File: config.mk
export PLATFORM = sky130hd
export DESIGN_NAME = cfs_rx_ctrl
export DESIGN_NICKNAME = d
export VERILOG_FILES = /design/src/rtl/cfs_algn_pkg.sv /design/src/rtl/cfs_sat_cnt.sv /design/src/rtl/cfs_rx_ctrl.sv
export SDC_FILE = /design/constraint.sdc
export NUM_CORES = 1
export LEC_CHECK = 0
export ABC_AREA = 1
export CORE_MARGIN = 3
export CORE_UTILIZATION = 30
export DETAILED_ROUTE_END_ITERATION = 8
export GPL_TIMING_DRIVEN = 0
export PLACE_DENSITY = 0.7
export SLEW_MARGIN = 0
export SYNTH_ARGS = -nofsm -noshare
export SYNTH_HDL_FRONTEND = slang
export SYNTH_SLANG_ARGS = --single-unit
File: constraint.sdc
create_clock -name clk -period 1.45 [get_ports clk]
set_clock_uncertainty 0.05 [all_clocks]
set_input_delay 0.29 -clock clk [delete_from_list [all_inputs] [get_ports clk]]
set_output_delay 0.29 -clock clk [all_outputs]
set_load 0.03 [all_outputs]
File: src/rtl/cfs_algn_pkg.sv
// Shared types and width helpers for the aligner RX/TX path.
package cfs_algn_pkg;

  function automatic int algn_offset_width(input int dw);
    return (dw <= 8) ? 1 : $clog2(dw / 8);
  endfunction

  function automatic int algn_size_width(input int dw);
    return $clog2(dw / 8) + 1;
  endfunction

  function automatic int algn_fifo_width(input int dw);
    return dw + algn_offset_width(dw) + algn_size_width(dw);
  endfunction

  localparam int ALGN_DATA_WIDTH_DEF   = 32;
  localparam int ALGN_OFFSET_WIDTH_DEF = algn_offset_width(ALGN_DATA_WIDTH_DEF);
  localparam int ALGN_SIZE_WIDTH_DEF   = algn_size_width(ALGN_DATA_WIDTH_DEF);

  // FIFO entry at the default MD width; size sits in the MSBs, data in the LSBs.
  typedef struct packed {
    logic [ALGN_SIZE_WIDTH_DEF-1:0]   size;
    logic [ALGN_OFFSET_WIDTH_DEF-1:0] offset;
    logic [ALGN_DATA_WIDTH_DEF-1:0]   data;
  } cfs_algn_fifo_entry_t;

  typedef enum logic {
    ST_IDLE = 1'b0,
    ST_RESP = 1'b1
  } cfs_rx_state_t;

endpackage

File: src/rtl/cfs_sat_cnt.sv
// Saturating up-counter with synchronous clear; clear plus increment yields 1.
module cfs_sat_cnt #(
  parameter int WIDTH = 8
) (
  input  logic             clk,
  input  logic             reset_n,
  input  logic             i_clr,
  input  logic             i_inc,
  output logic [WIDTH-1:0] o_cnt
);

  logic [WIDTH-1:0] r_cnt;

  always_ff @(posedge clk or negedge reset_n) begin
    if (!reset_n) begin
      r_cnt <= '0;
    end else if (i_clr) begin
      r_cnt <= i_inc ? WIDTH'(1) : '0;
    end else if (i_inc && (r_cnt != '1)) begin
      r_cnt <= r_cnt + WIDTH'(1);
    end
  end

  assign o_cnt = r_cnt;

endmodule

File: src/rtl/cfs_rx_ctrl.sv
// MD RX front end: checks each transfer, pushes legal ones into the RX FIFO
// as {size, offset, data}, rejects and counts illegal ones.
module cfs_rx_ctrl
  import cfs_algn_pkg::*;
#(
  parameter  int ALGN_DATA_WIDTH   = 32,
  parameter  int CNT_DROP_WIDTH    = 8,
  localparam int ALGN_OFFSET_WIDTH = algn_offset_width(ALGN_DATA_WIDTH),
  localparam int ALGN_SIZE_WIDTH   = algn_size_width(ALGN_DATA_WIDTH),
  localparam int FIFO_WIDTH        = algn_fifo_width(ALGN_DATA_WIDTH)
) (
  input  logic                         clk,
  input  logic                         reset_n,
  input  logic                         md_rx_valid,
  input  logic [ALGN_DATA_WIDTH-1:0]   md_rx_data,
  input  logic [ALGN_OFFSET_WIDTH-1:0] md_rx_offset,
  input  logic [ALGN_SIZE_WIDTH-1:0]   md_rx_size,
  output logic                         md_rx_ready,
  output logic                         md_rx_err,
  output logic                         push_valid,
  output logic [FIFO_WIDTH-1:0]        push_data,
  input  logic                         push_ready,
  output logic [CNT_DROP_WIDTH-1:0]    cnt_drop,
  input  logic                         cnt_drop_clr,
  output logic                         drop_pulse
);

  localparam logic [ALGN_SIZE_WIDTH:0] LP_BYTES = (ALGN_SIZE_WIDTH + 1)'(ALGN_DATA_WIDTH / 8);

  cfs_rx_state_t          r_state;
  cfs_rx_state_t          w_state_nxt;
  logic                   r_ready;
  logic                   r_err;
  logic                   r_drop_pulse;
  logic                   r_push_vld;
  logic [FIFO_WIDTH-1:0]  r_push_dat;
  logic [ALGN_SIZE_WIDTH:0] w_sum;
  logic                   w_legal;
  logic                   w_buf_free;
  logic                   w_accept;
  logic                   w_drop;

  // One extra bit so offset + size cannot wrap back into the legal range.
  assign w_sum      = (ALGN_SIZE_WIDTH + 1)'(md_rx_offset) + (ALGN_SIZE_WIDTH + 1)'(md_rx_size);
  assign w_legal    = (md_rx_size != '0) && (w_sum <= LP_BYTES);
  assign w_buf_free = !r_push_vld || push_ready;

  always_comb begin
    w_state_nxt = r_state;
    w_accept    = 1'b0;
    w_drop      = 1'b0;
    case (r_state)
      ST_IDLE: begin
        if (md_rx_valid) begin
          if (!w_legal) begin
            w_drop      = 1'b1;
            w_state_nxt = ST_RESP;
          end else if (w_buf_free) begin
            w_accept    = 1'b1;
            w_state_nxt = ST_RESP;
          end
        end
      end
      ST_RESP: w_state_nxt = ST_IDLE;
      default: w_state_nxt = ST_IDLE;
    endcase
  end

  always_ff @(posedge clk or negedge reset_n) begin
    if (!reset_n) begin
      r_state      <= ST_IDLE;
      r_ready      <= 1'b0;
      r_err        <= 1'b0;
      r_drop_pulse <= 1'b0;
      r_push_vld   <= 1'b0;
      r_push_dat   <= '0;
    end else begin
      r_state      <= w_state_nxt;
      r_ready      <= w_accept || w_drop;
      r_err        <= w_drop;
      r_drop_pulse <= w_drop;
      // A capture on the pop edge reloads the buffer, so push_valid stays high.
      if (w_accept) begin
        r_push_vld <= 1'b1;
        r_push_dat <= {md_rx_size, md_rx_offset, md_rx_data};
      end else if (push_ready) begin
        r_push_vld <= 1'b0;
      end
    end
  end

  cfs_sat_cnt #(
    .WIDTH (CNT_DROP_WIDTH)
  ) u_drop_cnt (
    .clk     (clk),
    .reset_n (reset_n),
    .i_clr   (cnt_drop_clr),
    .i_inc   (w_drop),
    .o_cnt   (cnt_drop)
  );

  assign md_rx_ready = r_ready;
  assign md_rx_err   = r_err;
  assign drop_pulse  = r_drop_pulse;
  assign push_valid  = r_push_vld;
  assign push_data   = r_push_dat;

endmodule

# Word-level counts from Yosys, hierarchy flattened
# Index checks and enable logic that the tools add are counted.
[op_classes] n_lt_le_gt_ge=1 n_bitwise=1 reduce_logical=8 n_mux=15 n_addsub=2 n_eq_ne=1
[op_table] op="two-way mux 8 bit" count=2
[op_table] op="two-way mux 1 bit" count=12
[op_table] op="adder 8 x 1 -> 8 bit, second input constant" count=1
[op_table] op="!= test 8 bit, second input constant" count=1
[op_table] op="adder 2 x 3 -> 4 bit" count=1
[op_table] op="less-or-equal comparator 4 x 3 -> 1 bit, second input constant" count=1
[op_table] op="nonzero test 2 bit" count=2
[op_table] op="nonzero test 3 bit" count=1
[op_table] op="logical AND 1 bit" count=2
[op_table] op="logical OR 1 bit" count=2
[op_table] op="one-hot mux 1 bit (2 select lines)" count=1
[op_table] op="zero test 1 bit" count=1
[op_table] op="NOT 1 bit" count=1
[word_totals] out_inout_bits=49 in_bits=42 elab_cells=34 regBits=49

# Logic depth before layout (Yosys ltp)
[logic_depth] word_depth=9 mapped_depth=12

# By module
# A second synthesis with hierarchy kept.
[hier_totals] cells_unflattened=266 area_unflattened_um2=2324.7
[modules_own_cells] module="cfs_rx_ctrl" area_per_inst_um2=1805.5 instances=1 seq_area_each_um2=1026.0 cells_each=197
[modules_own_cells] module="cfs_sat_cnt" area_per_inst_um2=519.2 instances=1 seq_area_each_um2=200.2 cells_each=69

# Worst setup path after synthesis
# OpenSTA, ideal clock, no wires.
[synth_path] path_type="input to register" startpoint="input port md_rx_offset[0]" endpoint="register r_push_dat[0] (netlist: push_data[0])" arrival_time_ns=1.597 setup_slack_ns=-0.314 cell_stages=11 path_cell_list="ha_1 -> inv_1 -> fa_1 -> nand2_1 -> nand3_2 -> nand3_4 -> inv_4 -> nand2_8 -> buf_6 -> nand2_1 -> nand2_1"
[synth_between] elab_chain_cells=6
[synth_lines] item="from (decl)" line="cfs_rx_ctrl.sv:16" source="input logic [ALGN_OFFSET_WIDTH-1:0] md_rx_offset,"
[synth_lines] item="adder 2 x 3 -> 4 bit" line="cfs_rx_ctrl.sv:44" source="assign w_sum = (ALGN_SIZE_WIDTH + 1)'(md_rx_offset) + (ALGN_SIZE_WIDTH + 1)'(md_rx_size);"
[synth_lines] item="less-or-equal comparator 4 x 3 -> 1 bit" line="cfs_rx_ctrl.sv:45" source="assign w_legal = (md_rx_size != '0) && (w_sum <= LP_BYTES);"
[synth_lines] item="logical AND 1 bit" line="cfs_rx_ctrl.sv:45"
[synth_lines] item="two-way mux 1 bit" line="cfs_rx_ctrl.sv:55" source="if (!w_legal) begin"
[synth_lines] item="two-way mux 1 bit" line="cfs_rx_ctrl.sv:54" source="if (md_rx_valid) begin"
[synth_lines] item="two-way mux 1 bit" line="cfs_rx_ctrl.sv:52" source="case (r_state)"
[synth_lines] item="to (signal assigned)" line="cfs_rx_ctrl.sv:85" source="r_push_dat <= {md_rx_size, md_rx_offset, md_rx_data};"
[synth_lines] item="to (decl)" line="cfs_rx_ctrl.sv:36" source="logic [FIFO_WIDTH-1:0] r_push_dat;"
# Every way passes these cells.
# A chain may end at the register's enable or synchronous reset.

# Worst setup path in the final report
# Same ends and word-level chain as after synthesis.

==> impl_metrics.env <==
export IMPL_status="finished, violations left"
export IMPL_violations="setup timing"
export IMPL_arrival_ps=1780
export IMPL_cts_inserted_buffers=5
export IMPL_endpoint_kind="flip-flop"
export IMPL_netlist_area_um2=2350
export IMPL_crit_chain="buf_8 -> ha_4 -> inv_2 -> fa_1 -> nand2_1 -> nand3_2 -> nand3_4 -> inv_8 -> buf_12 -> nand2_8 -> buf_16 -> nand2_2 -> nand2_1"
export IMPL_critical_path_top_delay_family="adder cells"
export IMPL_dp_hpwl_um=4510
export IMPL_io_buffers=89
export IMPL_wl_per_cell_um=14.0
export IMPL_ys_ff_latch=49
export IMPL_cts_buffer_depth=2
export IMPL_maxCapViolCount=0
export IMPL_cpPeakStageDelay_ps=490
export IMPL_antenna_cells=0
export IMPL_antenna_left=0
export IMPL_drt_pass1_iterations=4
export IMPL_globalRouteMet2Util_pct=27.3
export IMPL_seqCellArea_um2=1230
export IMPL_clock_fmax_ghz=0.615
export IMPL_setup_slack_ps=-175
export IMPL_path_common_cell="nand2_1"
export IMPL_multiInputGateArea_um2=1240
export IMPL_fin_cells=494
export IMPL_syn_to_final_growth_pct=70.7
export IMPL_relSlewSlack_pct=61.9
export IMPL_post_place_ws_ps=-992
export IMPL_grt_pass1_wl_um=11200
export IMPL_gp_congestion=0.828
export IMPL_cts_num_sinks=49
export IMPL_grt_util_met1_pct=19.9
export IMPL_die_area_um2=8940
export IMPL_start_util_pct=31.6
export IMPL_ios=91
export IMPL_critical_path_required_ps=1600
export IMPL_ir_worst_vdd_mv=0.607
export IMPL_fin_util_pct=53.9
export IMPL_yosysWarnings=0
export IMPL_cts_clk_slew_worst_paths_ps=90
export IMPL_clock_latency_ps=300
export IMPL_fin_nets=440
export IMPL_fillerInstances=682
export IMPL_p_leak_nw=1.94
export IMPL_viasPerCell=4.56
export IMPL_drc=0
export IMPL_top_usage_layer="met2"
export IMPL_overflow=0
export IMPL_grt_pass1_vias=2307
export IMPL_worstSetupPathType="in -> reg"
export IMPL_worst_pin_slew_ps=571
export IMPL_drtIter0Drc=54
export IMPL_grt_use_total_pct=15.9
export IMPL_synth_yosys_seq_area_share_pct=52.1
export IMPL_grt_antenna_before_repair=0
export IMPL_cp_num_buf_inv=5
export IMPL_fin_crit_ps=1630
export IMPL_tritoncts="yes"
export IMPL_cts_root_buf="clkbuf_8"
export IMPL_start_kind="input port"
export IMPL_crit_fanout=5
export IMPL_power_density_nw_per_um2=1520
export IMPL_htree_levels=2
export IMPL_hold_violations=0
export IMPL_grt_max_degree=29
export IMPL_routed_wl_um=6890
export IMPL_die_height_um=94.6
export IMPL_via_count=2255
export IMPL_synth_cell_types=27
export IMPL_cp_slowest_cell="fa_1"
export IMPL_use_met3_pct=4.38
export IMPL_dp_cells=462
export IMPL_synth_avg_cell_area_um2=8.62
export IMPL_synth_fp_nets=319
export IMPL_chipWidth_um=94.6
export IMPL_finalSetupViolCount=49
export IMPL_final_layout_size_suffix_gt1_share_pct=41.3
export IMPL_coreArea_um2=7450
export IMPL_row_count=31
export IMPL_rsz0062_at_grt="true"
export IMPL_period_share_pct=112
export IMPL_hold_class="in -> reg"
export IMPL_synthCells=273
export IMPL_drv_slew=0
path summary, 6_finish.rpt:
kind / from / to / slack, ps / cells past startpoint
hold / removal: md_rx_offset[1] / push_data[33]$_DFFE_PN0P_ / 220 / 3
hold reg to reg: push_data[36]$_DFFE_PN0P_ / push_data[36]$_DFFE_PN0P_ / 440 / 2
setup / recovery: md_rx_offset[0] / push_data[0]$_DFFE_PN0P_ / -180 / 13
min in group asynchronous: reset_n / push_data[27]$_DFFE_PN0P_ / 460 / 2
max in group asynchronous: reset_n / push_data[20]$_DFFE_PN0P_ / 350 / 3
setup reg to reg: u_drop_cnt.o_cnt[0]$_DFFE_PN0P_ / u_drop_cnt.o_cnt[6]$_DFFE_PN0P_ / -40 / 8
kinds of logic after synthesis:
family,after synthesis,synth area share (%)
AOI/OAI and AO/OA,6,1.97
xor gates and xnor gates,1,0.372
adders and majority gates,4,2.45
buffers and inverters,34,8.29
DFF,49,52.1
and+or+nand+nor,179,34.8
cells in the mapped netlist:
cell type,instances,area [um2]
nor2_1,7,26.3
buf_4,7,52.6
nand2_8,1,20.0
o21a_1,1,7.51
buf_2,1,5.00
inv_1,18,67.6
clkinv_1,1,3.75
nand4_1,1,6.26
o21bai_1,1,7.51
inv_2,1,3.75
xnor2_1,1,8.76
o21ai_0,1,5.00
or2_2,1,6.26
o21ai_2,3,26.3
nor3b_1,2,15.0
nand3_1,47,235
ha_1,3,37.5
buf_6,5,56.3
nor2_2,2,12.5
nor2_4,1,11.3
fa_1,1,20.0
nand2_4,1,11.3
nand3_2,2,20.0
inv_4,1,6.26
dfrtp_1,49,1230
nand2_1,112,420
nand3_4,2,35.0
state kept, by name, indices dropped and copies added (netlist names):
name,cells
push_data,37
u_drop_cnt.o_cnt,8
drop_pulse,1
md_rx_ready,1
push_valid,1
r_state,1
cell type report:
| class | instances | share of cell area [%] |
|---|---|---|
| inverter | 21 | 2.15 |
| clock inverter | 1 | 0.187 |
| buffer | 13 | 3.39 |
| tap | 99 | 3.08 |
| sequential | 49 | 30.7 |
| clock buffer | 7 | 2.15 |
| timing repair buffer | 112 | 27.3 |
| multi-input combinational | 192 | 31.0 |
report_power, final:
part | switching (mW) | internal [mW]
sequential | 0.356 | 1.83
combinational | 1.85 | 1.20
clock | 0.471 | 0.389
total | 2.68 | 3.43
tightest hold or removal path, cell delays in order:
cell	delay, ps
buf_2	110
inv_2	80
o21ai_2	60
layer usage:
| layer | up-vias | routed length [um] |
|---|---|---|
| li1 | 1107 | - |
| met1 | 1081 | 2900 |
| met2 | 61 | 3480 |
| met3 | 6 | 461 |
| met4 | 0 | 56 |
| met5 | - | 0 |
cell usage in the layout (no fill, tap or decap), types with 3 or more instances in the layout:
| master | netlist | routed |
|---|---|---|
| nand2_4 | 1 | 6 |
| dfrtp_1 | 49 | 43 |
| inv_2 | 1 | 5 |
| clkdlybuf4s15_1 | 0 | 24 |
| clkdlybuf4s50_1 | 0 | 35 |
| nand3_1 | 47 | 33 |
| buf_12 | 0 | 3 |
| clkbuf_2 | 0 | 11 |
| nand2_2 | 0 | 46 |
| buf_4 | 7 | 13 |
| clkdlybuf4s15_2 | 0 | 5 |
| dlygate4sd2_1 | 0 | 5 |
| nand3_2 | 2 | 16 |
| nand2_1 | 112 | 60 |
| inv_1 | 18 | 14 |
| clkbuf_8 | 0 | 6 |
| o21ai_2 | 3 | 3 |
| buf_8 | 0 | 5 |
| buf_2 | 1 | 7 |
| nand3_4 | 2 | 3 |
| dfrtp_2 | 0 | 6 |
| buf_6 | 5 | 13 |
| nand2_8 | 1 | 3 |
| nor2_1 | 7 | 7 |
stage by stage:
stage / TNS (ps) / hold slack (ps) / area, um2 / total power, mW
3_5_place_dp: -46330 / 269 / 3400 / 5.02
3_3_place_gp: -114670 / 405 / 3390 / 4.96
6_report: -5810 / 221 / 4020 / 6.10
5_1_grt: -8400 / 218 / 4020 / 6.49
2_1_floorplan: -10360 / -55.6 / 2370 / 3.71
4_1_cts: -8470 / 166 / 3910 / 5.96
what timing repair did:
item,CTS,global route
hold buffers,1,0
endpoints found under the setup margin,98,84
endpoints found under the hold margin,21,0
buffers inserted,11,4
gates cloned,9,0
pin swaps,17,10
gates resized for setup,158,92
Power figures use the tool's default switching activity.
